==> src/rtl/multicycle_ctrl_pkg.sv <==
// Shared RV32I opcode constants, FSM state encoding and datapath select codes
// for the multicycle control unit.
package multicycle_ctrl_pkg;

  localparam logic [6:0] OP_R      = 7'h33;
  localparam logic [6:0] OP_I      = 7'h13;
  localparam logic [6:0] OP_LOAD   = 7'h03;
  localparam logic [6:0] OP_STORE  = 7'h23;
  localparam logic [6:0] OP_BRANCH = 7'h63;
  localparam logic [6:0] OP_LUI    = 7'h37;
  localparam logic [6:0] OP_AUIPC  = 7'h17;
  localparam logic [6:0] OP_JAL    = 7'h6F;
  localparam logic [6:0] OP_JALR   = 7'h67;
  localparam logic [6:0] OP_SYSTEM = 7'h73;

  typedef enum logic [2:0] {
    S_IDLE, S_FETCH, S_DECODE, S_EXEC, S_MEM, S_WB, S_HALT
  } state_t;

  localparam logic [1:0] PC_SEQ = 2'd0;  // pc+4
  localparam logic [1:0] PC_REL = 2'd1;  // pc+imm32
  localparam logic [1:0] PC_IND = 2'd2;  // (rs1+imm32)&~1

  localparam logic [1:0] WB_ALU = 2'd0;
  localparam logic [1:0] WB_MEM = 2'd1;
  localparam logic [1:0] WB_PC4 = 2'd2;
  localparam logic [1:0] WB_IMM = 2'd3;

  typedef struct packed {
    logic       imem_req;
    logic       ir_we;
    logic       dmem_req;
    logic       dmem_we;
    logic       alu_a_sel;
    logic       alu_b_sel;
    logic       pc_we;
    logic [1:0] pc_sel;
    logic       rf_we;
    logic [1:0] wb_sel;
  } ctrl_t;

  function automatic logic op_legal(input logic [6:0] op);
    case (op)
      OP_R, OP_I, OP_LOAD, OP_STORE, OP_BRANCH, OP_LUI,
      OP_AUIPC, OP_JAL, OP_JALR, OP_SYSTEM: return 1'b1;
      default:                              return 1'b0;
    endcase
  endfunction

endpackage

==> src/rtl/multicycle_ctrl_if.sv <==
// Datapath/memory-facing signal bundle of the multicycle control unit.
// master = control unit, slave = datapath and memory side.
interface multicycle_ctrl_if;
  logic [6:0]  opcode;
  logic        branch_taken;
  logic        imem_ready;
  logic        dmem_ready;
  logic        imem_req;
  logic        ir_we;
  logic        dmem_req;
  logic        dmem_we;
  logic        alu_a_sel;
  logic        alu_b_sel;
  logic        pc_we;
  logic [1:0]  pc_sel;
  logic        rf_we;
  logic [1:0]  wb_sel;
  logic        halted;
  logic        illegal;
  logic        bus_err;
  logic [31:0] instret;

  modport master (
    input  opcode, branch_taken, imem_ready, dmem_ready,
    output imem_req, ir_we, dmem_req, dmem_we, alu_a_sel, alu_b_sel,
           pc_we, pc_sel, rf_we, wb_sel, halted, illegal, bus_err, instret
  );

  modport slave (
    output opcode, branch_taken, imem_ready, dmem_ready,
    input  imem_req, ir_we, dmem_req, dmem_we, alu_a_sel, alu_b_sel,
           pc_we, pc_sel, rf_we, wb_sel, halted, illegal, bus_err, instret
  );
endinterface

==> src/rtl/multicycle_ctrl.sv <==
// RV32I multicycle sequencer: fetch/decode/exec/mem/wb FSM, memory handshakes,
// bus watchdog and retired-instruction counter.
module multicycle_ctrl
  import multicycle_ctrl_pkg::*;
#(
  parameter int unsigned MEM_TIMEOUT = 255
) (
  input logic               clk,
  input logic               rst_n,
  multicycle_ctrl_if.master bus
);

  localparam logic [15:0] WAIT_LAST = 16'(MEM_TIMEOUT - 1);

  state_t      state;
  logic [6:0]  op_q;
  logic [15:0] wait_cnt;
  logic [31:0] instret_q;
  logic        halted_q, illegal_q, bus_err_q;
  ctrl_t       c;
  logic        req_wait, timeout;

  // A request waiting on its last allowed cycle times out; ready that cycle wins.
  assign req_wait = (state == S_FETCH && !bus.imem_ready) ||
                    (state == S_MEM   && !bus.dmem_ready);
  assign timeout  = req_wait && (wait_cnt == WAIT_LAST);

  // Strobes depend on same-cycle ready/branch inputs, so they stay combinational.
  always_comb begin
    c = '0;
    case (state)
      S_FETCH: begin
        c.imem_req = 1'b1;
        c.ir_we    = bus.imem_ready;
      end
      S_EXEC: begin
        case (op_q)
          OP_I, OP_LOAD, OP_STORE, OP_JALR: c.alu_b_sel = 1'b1;
          OP_AUIPC, OP_JAL: begin
            c.alu_a_sel = 1'b1;
            c.alu_b_sel = 1'b1;
          end
          OP_BRANCH: begin
            c.pc_we  = 1'b1;
            c.pc_sel = bus.branch_taken ? PC_REL : PC_SEQ;
          end
          default: ;
        endcase
      end
      S_MEM: begin
        c.dmem_req = 1'b1;
        c.dmem_we  = (op_q == OP_STORE);
        c.pc_we    = (op_q == OP_STORE) && bus.dmem_ready;
      end
      S_WB: begin
        c.rf_we = 1'b1;
        c.pc_we = 1'b1;
        case (op_q)
          OP_LOAD:         c.wb_sel = WB_MEM;
          OP_JAL, OP_JALR: c.wb_sel = WB_PC4;
          OP_LUI:          c.wb_sel = WB_IMM;
          default:         c.wb_sel = WB_ALU;
        endcase
        case (op_q)
          OP_JAL:  c.pc_sel = PC_REL;
          OP_JALR: c.pc_sel = PC_IND;
          default: c.pc_sel = PC_SEQ;
        endcase
      end
      default: ;
    endcase
  end

  always_ff @(posedge clk or negedge rst_n) begin
    if (!rst_n) begin
      state     <= S_IDLE;
      op_q      <= '0;
      wait_cnt  <= '0;
      instret_q <= '0;
      halted_q  <= 1'b0;
      illegal_q <= 1'b0;
      bus_err_q <= 1'b0;
    end else begin
      instret_q <= instret_q + 32'(c.pc_we);
      if (req_wait) wait_cnt <= wait_cnt + 16'd1;
      if (timeout) begin
        state     <= S_HALT;
        halted_q  <= 1'b1;
        bus_err_q <= 1'b1;
      end else begin
        case (state)
          S_IDLE: begin
            state    <= S_FETCH;
            wait_cnt <= '0;
          end
          S_FETCH: if (bus.imem_ready) state <= S_DECODE;
          S_DECODE: begin
            op_q <= bus.opcode;
            if (bus.opcode == OP_SYSTEM) begin
              state    <= S_HALT;
              halted_q <= 1'b1;
            end else if (!op_legal(bus.opcode)) begin
              state     <= S_HALT;
              halted_q  <= 1'b1;
              illegal_q <= 1'b1;
            end else begin
              state <= S_EXEC;
            end
          end
          S_EXEC: begin
            if (op_q == OP_LOAD || op_q == OP_STORE) begin
              state    <= S_MEM;
              wait_cnt <= '0;
            end else if (op_q == OP_BRANCH) begin
              state    <= S_FETCH;
              wait_cnt <= '0;
            end else begin
              state <= S_WB;
            end
          end
          S_MEM: begin
            if (bus.dmem_ready) begin
              if (op_q == OP_STORE) begin
                state    <= S_FETCH;
                wait_cnt <= '0;
              end else begin
                state <= S_WB;
              end
            end
          end
          S_WB: begin
            state    <= S_FETCH;
            wait_cnt <= '0;
          end
          default: ;
        endcase
      end
    end
  end

  assign bus.imem_req  = c.imem_req;
  assign bus.ir_we     = c.ir_we;
  assign bus.dmem_req  = c.dmem_req;
  assign bus.dmem_we   = c.dmem_we;
  assign bus.alu_a_sel = c.alu_a_sel;
  assign bus.alu_b_sel = c.alu_b_sel;
  assign bus.pc_we     = c.pc_we;
  assign bus.pc_sel    = c.pc_sel;
  assign bus.rf_we     = c.rf_we;
  assign bus.wb_sel    = c.wb_sel;
  assign bus.halted    = halted_q;
  assign bus.illegal   = illegal_q;
  assign bus.bus_err   = bus_err_q;
  assign bus.instret   = instret_q;

endmodule

==> src/flat_wrapper.sv <==
// flat-port wrapper written by rule: the top's interface ports become plain ports
module multicycle_ctrl_flat import multicycle_ctrl_pkg::*;
#(
  parameter int unsigned MEM_TIMEOUT = 255
)
  (clk, rst_n, bus_opcode, bus_branch_taken, bus_imem_ready, bus_dmem_ready, bus_imem_req, bus_ir_we, bus_dmem_req, bus_dmem_we, bus_alu_a_sel, bus_alu_b_sel, bus_pc_we, bus_pc_sel, bus_rf_we, bus_wb_sel, bus_halted, bus_illegal, bus_bus_err, bus_instret);
  multicycle_ctrl_if bus_i ();
  input logic clk;
  input logic rst_n;
  input wire logic [$bits(bus_i.opcode)-1:0] bus_opcode;
  input wire logic [$bits(bus_i.branch_taken)-1:0] bus_branch_taken;
  input wire logic [$bits(bus_i.imem_ready)-1:0] bus_imem_ready;
  input wire logic [$bits(bus_i.dmem_ready)-1:0] bus_dmem_ready;
  output wire logic [$bits(bus_i.imem_req)-1:0] bus_imem_req;
  output wire logic [$bits(bus_i.ir_we)-1:0] bus_ir_we;
  output wire logic [$bits(bus_i.dmem_req)-1:0] bus_dmem_req;
  output wire logic [$bits(bus_i.dmem_we)-1:0] bus_dmem_we;
  output wire logic [$bits(bus_i.alu_a_sel)-1:0] bus_alu_a_sel;
  output wire logic [$bits(bus_i.alu_b_sel)-1:0] bus_alu_b_sel;
  output wire logic [$bits(bus_i.pc_we)-1:0] bus_pc_we;
  output wire logic [$bits(bus_i.pc_sel)-1:0] bus_pc_sel;
  output wire logic [$bits(bus_i.rf_we)-1:0] bus_rf_we;
  output wire logic [$bits(bus_i.wb_sel)-1:0] bus_wb_sel;
  output wire logic [$bits(bus_i.halted)-1:0] bus_halted;
  output wire logic [$bits(bus_i.illegal)-1:0] bus_illegal;
  output wire logic [$bits(bus_i.bus_err)-1:0] bus_bus_err;
  output wire logic [$bits(bus_i.instret)-1:0] bus_instret;
  assign bus_i.opcode = bus_opcode;
  assign bus_i.branch_taken = bus_branch_taken;
  assign bus_i.imem_ready = bus_imem_ready;
  assign bus_i.dmem_ready = bus_dmem_ready;
  assign bus_imem_req = bus_i.imem_req;
  assign bus_ir_we = bus_i.ir_we;
  assign bus_dmem_req = bus_i.dmem_req;
  assign bus_dmem_we = bus_i.dmem_we;
  assign bus_alu_a_sel = bus_i.alu_a_sel;
  assign bus_alu_b_sel = bus_i.alu_b_sel;
  assign bus_pc_we = bus_i.pc_we;
  assign bus_pc_sel = bus_i.pc_sel;
  assign bus_rf_we = bus_i.rf_we;
  assign bus_wb_sel = bus_i.wb_sel;
  assign bus_halted = bus_i.halted;
  assign bus_illegal = bus_i.illegal;
  assign bus_bus_err = bus_i.bus_err;
  assign bus_instret = bus_i.instret;
  multicycle_ctrl #(.MEM_TIMEOUT(MEM_TIMEOUT)) u_core (.clk(clk), .rst_n(rst_n), .bus(bus_i));
endmodule
==> config.mk <==
export PLATFORM = sky130hd
export DESIGN_NAME = multicycle_ctrl_flat
export DESIGN_NICKNAME = d
export VERILOG_FILES = /design/src/rtl/multicycle_ctrl_pkg.sv /design/src/rtl/multicycle_ctrl_if.sv /design/src/rtl/multicycle_ctrl.sv /design/src/flat_wrapper.sv
export SDC_FILE = /design/constraint.sdc
export NUM_CORES = 1
export LEC_CHECK = 0
export CAP_MARGIN = 30
export CORE_MARGIN = 5
export CORE_UTILIZATION = 45
export CTS_BUF_LIST = sky130_fd_sc_hd__clkbuf_8
export DETAILED_ROUTE_END_ITERATION = 7
export GPL_TIMING_DRIVEN = 0
export HOLD_SLACK_MARGIN = 0.05
export PLACE_DENSITY = 0.71
export SLEW_MARGIN = 20
export SYNTH_ARGS = -nofsm -noshare
export SYNTH_HDL_FRONTEND = slang
export SYNTH_SLANG_ARGS = --single-unit
==> constraint.sdc <==
create_clock -name clk -period 3.95 [get_ports clk]
set_input_delay 0.79 -clock clk [delete_from_list [all_inputs] [get_ports clk]]
set_output_delay 0.79 -clock clk [all_outputs]
set_load 0.03 [all_outputs]
Word-level counts from Yosys, hierarchy flattened
Index checks and enable logic that the tools add are counted.
Operators by class
  $lt $le $gt $ge: 0
  shift operators: 0
  muxes and demuxes: 36
  divide/modulo/power cells: 0
  equal/unequal tests: 27
  $mul: 0
  $add $sub $neg: 2
  reduce and logical (&&, ||, !) cells: 20
  bitwise operators: 3
Operators by type and width (count)
  16-bit two-way mux: 6
  7-bit equality test, second input constant: 7
  16-bit one-hot mux with 3 select lines: 1
  7-bit by 6-bit equality test with 1-bit output, second input constant: 5
  32-bit by 1-bit adder with 32-bit output: 1
  3-bit two-way mux: 10
  7-bit by 5-bit equality test with 1-bit output, second input constant: 4
  16-bit by 1-bit adder with 16-bit output, second input constant: 1
  16-bit by 8-bit equality test with 1-bit output, second input constant: 1
  3-bit one-hot mux with 5 select lines: 1
  7-bit by 2-bit equality test with 1-bit output, second input constant: 2
  1-bit two-way mux: 11
  10-bit OR reduction: 1
  2-bit one-hot mux with 2 select lines: 2
  3-bit by 2-bit equality test with 1-bit output, second input constant: 2
  3-bit equality test, second input constant: 2
  2-bit two-way mux: 3
  3-bit by 2-bit != test with 1-bit output, second input constant: 2
  2-bit one-hot mux with 3 select lines: 1
  6-bit nonzero test: 1
  2-bit OR reduction: 3
  6-bit OR reduction: 1
  1-bit logical AND: 4
  2-bit AND reduction: 2
  10 further kinds: 14
Storage, ports and cells
  output and inout port bits: 47
  word-level logic and storage cells: 95
  memory bits (writable): 0
  memories kept: 0
  ROM bits: 0
  latch bits: 0
  input port bits: 12
  register bits: 61

Longest topological paths before layout
  depth after elaboration: 10
  depth in mapped cells: 12
  mapped depth without buffers: 12

Worst setup path after synthesis
Ideal clock, no wire load.
  path kind: register to register
  from: reg u_core.op_q[3]
  to: reg u_core.instret_q[26] (netlist: u_core.bus.instret[26])
  clock period less this slack: 3.081 ns
  stages on the path, launching flop included: 13
  arrival: 2.948 ns
  path buffers: 1
  slack: 0.869 ns
  library setup time: 0.133 ns
  cell sequence: dfrtp_1 clkbuf_1 nor4_2 a31oi_1 nor2_1 a21o_1 ha_1 ha_1 and4_1 and4_1 and4_1 nand4_1 xnor2_1
Between the ends
  word-level cells in the longest chain between the ends: 4
  elaborated cells between the ends (all ways): 6
RTL lines
  from (decl): RTL line multicycle_ctrl.sv:16  | logic [6:0] op_q;
  from (signal assigned): RTL line multicycle_ctrl.sv:98  | op_q <= bus.opcode;
  7-bit equality test or 7-bit by 6-bit equality test with 1-bit output (tied branches): RTL line multicycle_ctrl.sv:37, multicycle_ctrl.sv:53
  3-bit two-way mux or 1-bit logical AND (tied branches): RTL line multicycle_ctrl.sv:37, multicycle_ctrl.sv:53
  1-bit one-hot mux with 3 select lines *: RTL line multicycle_ctrl.sv:31  | case (state)
  net bus_pc_we: RTL line flat_wrapper.sv:20  | output wire logic [$bits(bus_i.pc_we)-1:0] bus_pc_we;
  32-bit by 1-bit adder with 32-bit output *: RTL line multicycle_ctrl.sv:84  | instret_q <= instret_q + 32'(c.pc_we);
  to (signal assigned): RTL line multicycle_ctrl.sv:84
  to (decl): RTL line multicycle_ctrl.sv:18  | logic [31:0] instret_q;
Mark *: on every way through the listed nets, which the timed path passes. The rest lies on a longest branch.
A chain may end at the register's enable or synchronous reset.

Final worst setup path
  from: reg u_core.op_q[3]
  to: out bus_pc_we
Between the ends
  word-level cells in the longest chain between the ends: 3
  elaborated cells between the ends (all ways): 5
RTL lines (RTL line)
  7-bit equality test or 7-bit by 6-bit equality test with 1-bit output (tied branches): multicycle_ctrl.sv:37, multicycle_ctrl.sv:53
  3-bit two-way mux or 1-bit logical AND (tied branches): multicycle_ctrl.sv:37, multicycle_ctrl.sv:53
  1-bit one-hot mux with 3 select lines *: multicycle_ctrl.sv:31
  to (decl): flat_wrapper.sv:20
Mark *: on every way between the ends. The rest lies on a longest branch, timed or not.

==> results.cfg <==
[sta]
slew_viol_final = 0
final_worst_path_cycle_share_pct = 87.7
setup_tns_ns = 0
rsz0062_at_grt = no
fmax_mhz = 289
timing.clock.skew_ns = 0.0124
final.setup.worst_slack_ns = 0.485
min_period_ns = 3.46
timing.final.setup_violations = 0
hold_violations = 0
max-slew-margin-rel_pct = 55.9
worst_pin_slew_ns = 0.659
worst_hold_slack_ns = 0.328

[power_and_ir_drop]
ir_drop_uv = 277
totalPowerFinal_mw = 2.09
power_per_cell_area_nw_per_um2 = 524
total_leakage_power_nw = 1.69

[yosys]
synthTopCellsByArea = sky130_fd_sc_hd__dfrtp_1, sky130_fd_sc_hd__xnor2_1, sky130_fd_sc_hd__xor2_1
netlist_instances = 301
post-synth-top-area-cell = sky130_fd_sc_hd__dfrtp_1
synth.yosys.seq_area_share_pct = 49.1
mappedNetlistArea_um2 = 3110
synth_fp_nets = 317
yosysWarnings = 0
synth.ff_latch_count = 61
post_synth.cell_area_avg_um2 = 10.3
asyncSetResetFlopFracSynth_pct = 100
synth-edff-count = 0
synth-main-ff-cell = sky130_fd_sc_hd__dfrtp_1
post_synth_num_cell_types = 41
synth_top_area_share_pct = 49.1

[clock_tree]
sink_count = 61
worst_setup_hold_path_clk_slew_ns = 0.06
postCtsSetupRepairBufs = 0
clock_tree.htree_level_count = 3
cts_root_buffer = sky130_fd_sc_hd__clkbuf_8
cts-hold-fix-buffers = 0
tritoncts.num_buffers = 9
tritoncts = built
post_cts_resize_count = 0
clock_tree.buffer_depth = 2
clkLatencyLatePin_ns = 0.34

[setup_path]
timing.critical_path.required_ns = 3.16
path_class = register to output pin
cp_data_arrival_time_ns = 2.67
worst_path_largest_cell_delay_ns = 0.68
critPathCaptureType = output pin
worstSetupStartpointType = register
timing.critical_path.slowest_stage_cell = sky130_fd_sc_hd__clkdlybuf4s50_1
cp_max_fo = 9
crit_path_cell_trace = clkbuf_1 -> nor4_2 -> a31oi_1 -> nor2_1 -> a21o_1 -> clkdlybuf4s50_1

[floorplanning]
die_height_um = 93.1
horizontal_die_dimension_um = 93.1
fp.dieArea_um2 = 8680
core_um2 = 6760
rows = 30
ios = 59
floorplan.initialDensity_pct = 46.0

[min_path]
holdCritPathClass = input port to async pin

[routing]
detail_route.wl_per_cell_um = 14.4
vias_per_cell = 5.31
initial_drt_markers = 110
wl_um = 6540
drc = 0
antenna_violating_nets_post_route = 0
drt_first_pass_iters = 4
routed-via-count = 2418

[finish]
layout.nets = 387
most_common_cell_after_layout_fill_and_taps_aside = sky130_fd_sc_hd__dfrtp_1
regArea_um2 = 1530
synthToLayoutAreaGrowth_pct = 28.1
multi_input_comb_area_um2 = 1520
design_area_final_um2 = 3980
diodes = 0
fillerInstances = 614
most-common-layout-cells = sky130_fd_sc_hd__dfrtp_1, sky130_fd_sc_hd__clkdlybuf4s50_1, sky130_fd_sc_hd__nor2_1
drive_gt1_share_pct = 9.33

[global_routing]
grt.overflow.total = 0
grt.total_usage_pct = 16.7
grt_first_pass_wirelength_um = 11600
grt_start_max_net_pins = 44
grt_antenna_before_repair = 0
via_count_of_the_first_global_routing_pass = 2415

[placement]
placement.io_buffers = 58
post_dp_cell_area_um2 = 3810
place_congestion = 0.893
place_ws_ns = 0.459
place.detailed.hpwl_um = 4780

[run_status]
run_status = finished clean

[job]
max_cap_violations = 0
[per-stage QoR]
stage,std cells,util (%)
6_report,455,59.0
4_1_cts,455,59.0
5_1_grt,455,59.0
2_1_floorplan,301,-
3_5_place_dp,440,56.4
3_3_place_gp,439,56.1
[sequential cells by signal, summed over array words and instances, names as in the netlist]
signal and count:
u_core.bus.bus_err 1, u_core.bus.illegal 1, u_core.wait_cnt 16, u_core.bus.halted 1, u_core.state 3, u_core.op_q 7, u_core.bus.instret 32
[metal layers]
layer / vias up / global-route usage (%) / share of wire [%]
li1: 1187 / - / -
met1: 1154 / 22.8 / 48
met2: 63 / 24.7 / 45
met3: 14 / 4.99 / 5.1
met4: 0 / 7.45 / 2.4
met5: - / 0 / 0
[path summary, 6_finish.rpt]
path / from / endpoint / slack, ns / cells after the start
max: u_core.op_q[3] / bus_pc_we / 0.49 / 6
min: rst_n / u_core.wait_cnt[14] / 0.33 / 1
min in group clk: u_core.bus.illegal / u_core.bus.illegal / 0.47 / 1
max in group asynchronous: rst_n / u_core.bus.instret[3] / 3.13 / 2
max reg2reg: u_core.op_q[3] / u_core.bus.instret[26] / 0.51 / 12
min reg2reg: u_core.bus.illegal / u_core.bus.illegal / 0.47 / 1
[power by group]
part	switching, mW	internal [mW]	total, mW
logic	0.494	0.314	0.808
registers	0.0736	0.721	0.795
clock network	0.227	0.256	0.483
[area by class of cell]
cell class	count	area share (%)
clock buffers	11	3.80
plain buffers	11	1.13
inverters	6	0.565
clock inverters	4	0.597
well taps	80	2.51
repair buffers	59	15.0
multi-input cells	223	38.1
flip-flops and latches	61	38.3
[worst max-delay path, delay by kind of cell (launching register included)]
family,cells,cell delay [ns]
DFF,1,0.36
AOI/OAI and AO/OA,2,0.33
buffers and inverters,2,0.90
and+or+nand+nor,2,0.75
[cells by family (layout without fill, tap and decap cells)]
logic type / Yosys count / in the layout / share of synthesized area (%)
simple gates: 141 / 141 / 25.2
fa+ha+maj: 4 / 4 / 1.61
flops: 61 / 61 / 49.1
buf+inv: 17 / 91 / 2.17
compound gates: 26 / 26 / 6.76
mux: 7 / 7 / 2.53
xor+xnor: 45 / 45 / 12.7
[Yosys cell counts, types with 3 or more instances]
cell	count
sky130_fd_sc_hd__dfrtp_1	61
sky130_fd_sc_hd__o21ai_0	4
sky130_fd_sc_hd__nand2_1	26
sky130_fd_sc_hd__and2_1	3
sky130_fd_sc_hd__buf_2	3
sky130_fd_sc_hd__nand4_1	9
sky130_fd_sc_hd__a31oi_1	5
sky130_fd_sc_hd__nor3_1	9
sky130_fd_sc_hd__nand2b_1	6
sky130_fd_sc_hd__nor2b_1	5
sky130_fd_sc_hd__and4_1	10
sky130_fd_sc_hd__mux2_2	7
sky130_fd_sc_hd__inv_1	6
sky130_fd_sc_hd__nor2_1	32
sky130_fd_sc_hd__ha_1	4
sky130_fd_sc_hd__nor4b_1	4
sky130_fd_sc_hd__and3_1	8
sky130_fd_sc_hd__clkbuf_1	8
sky130_fd_sc_hd__xnor2_1	28
sky130_fd_sc_hd__xor2_1	17
sky130_fd_sc_hd__a21oi_1	7
sky130_fd_sc_hd__nand3_1	17
Power figures use the tool's default switching activity.
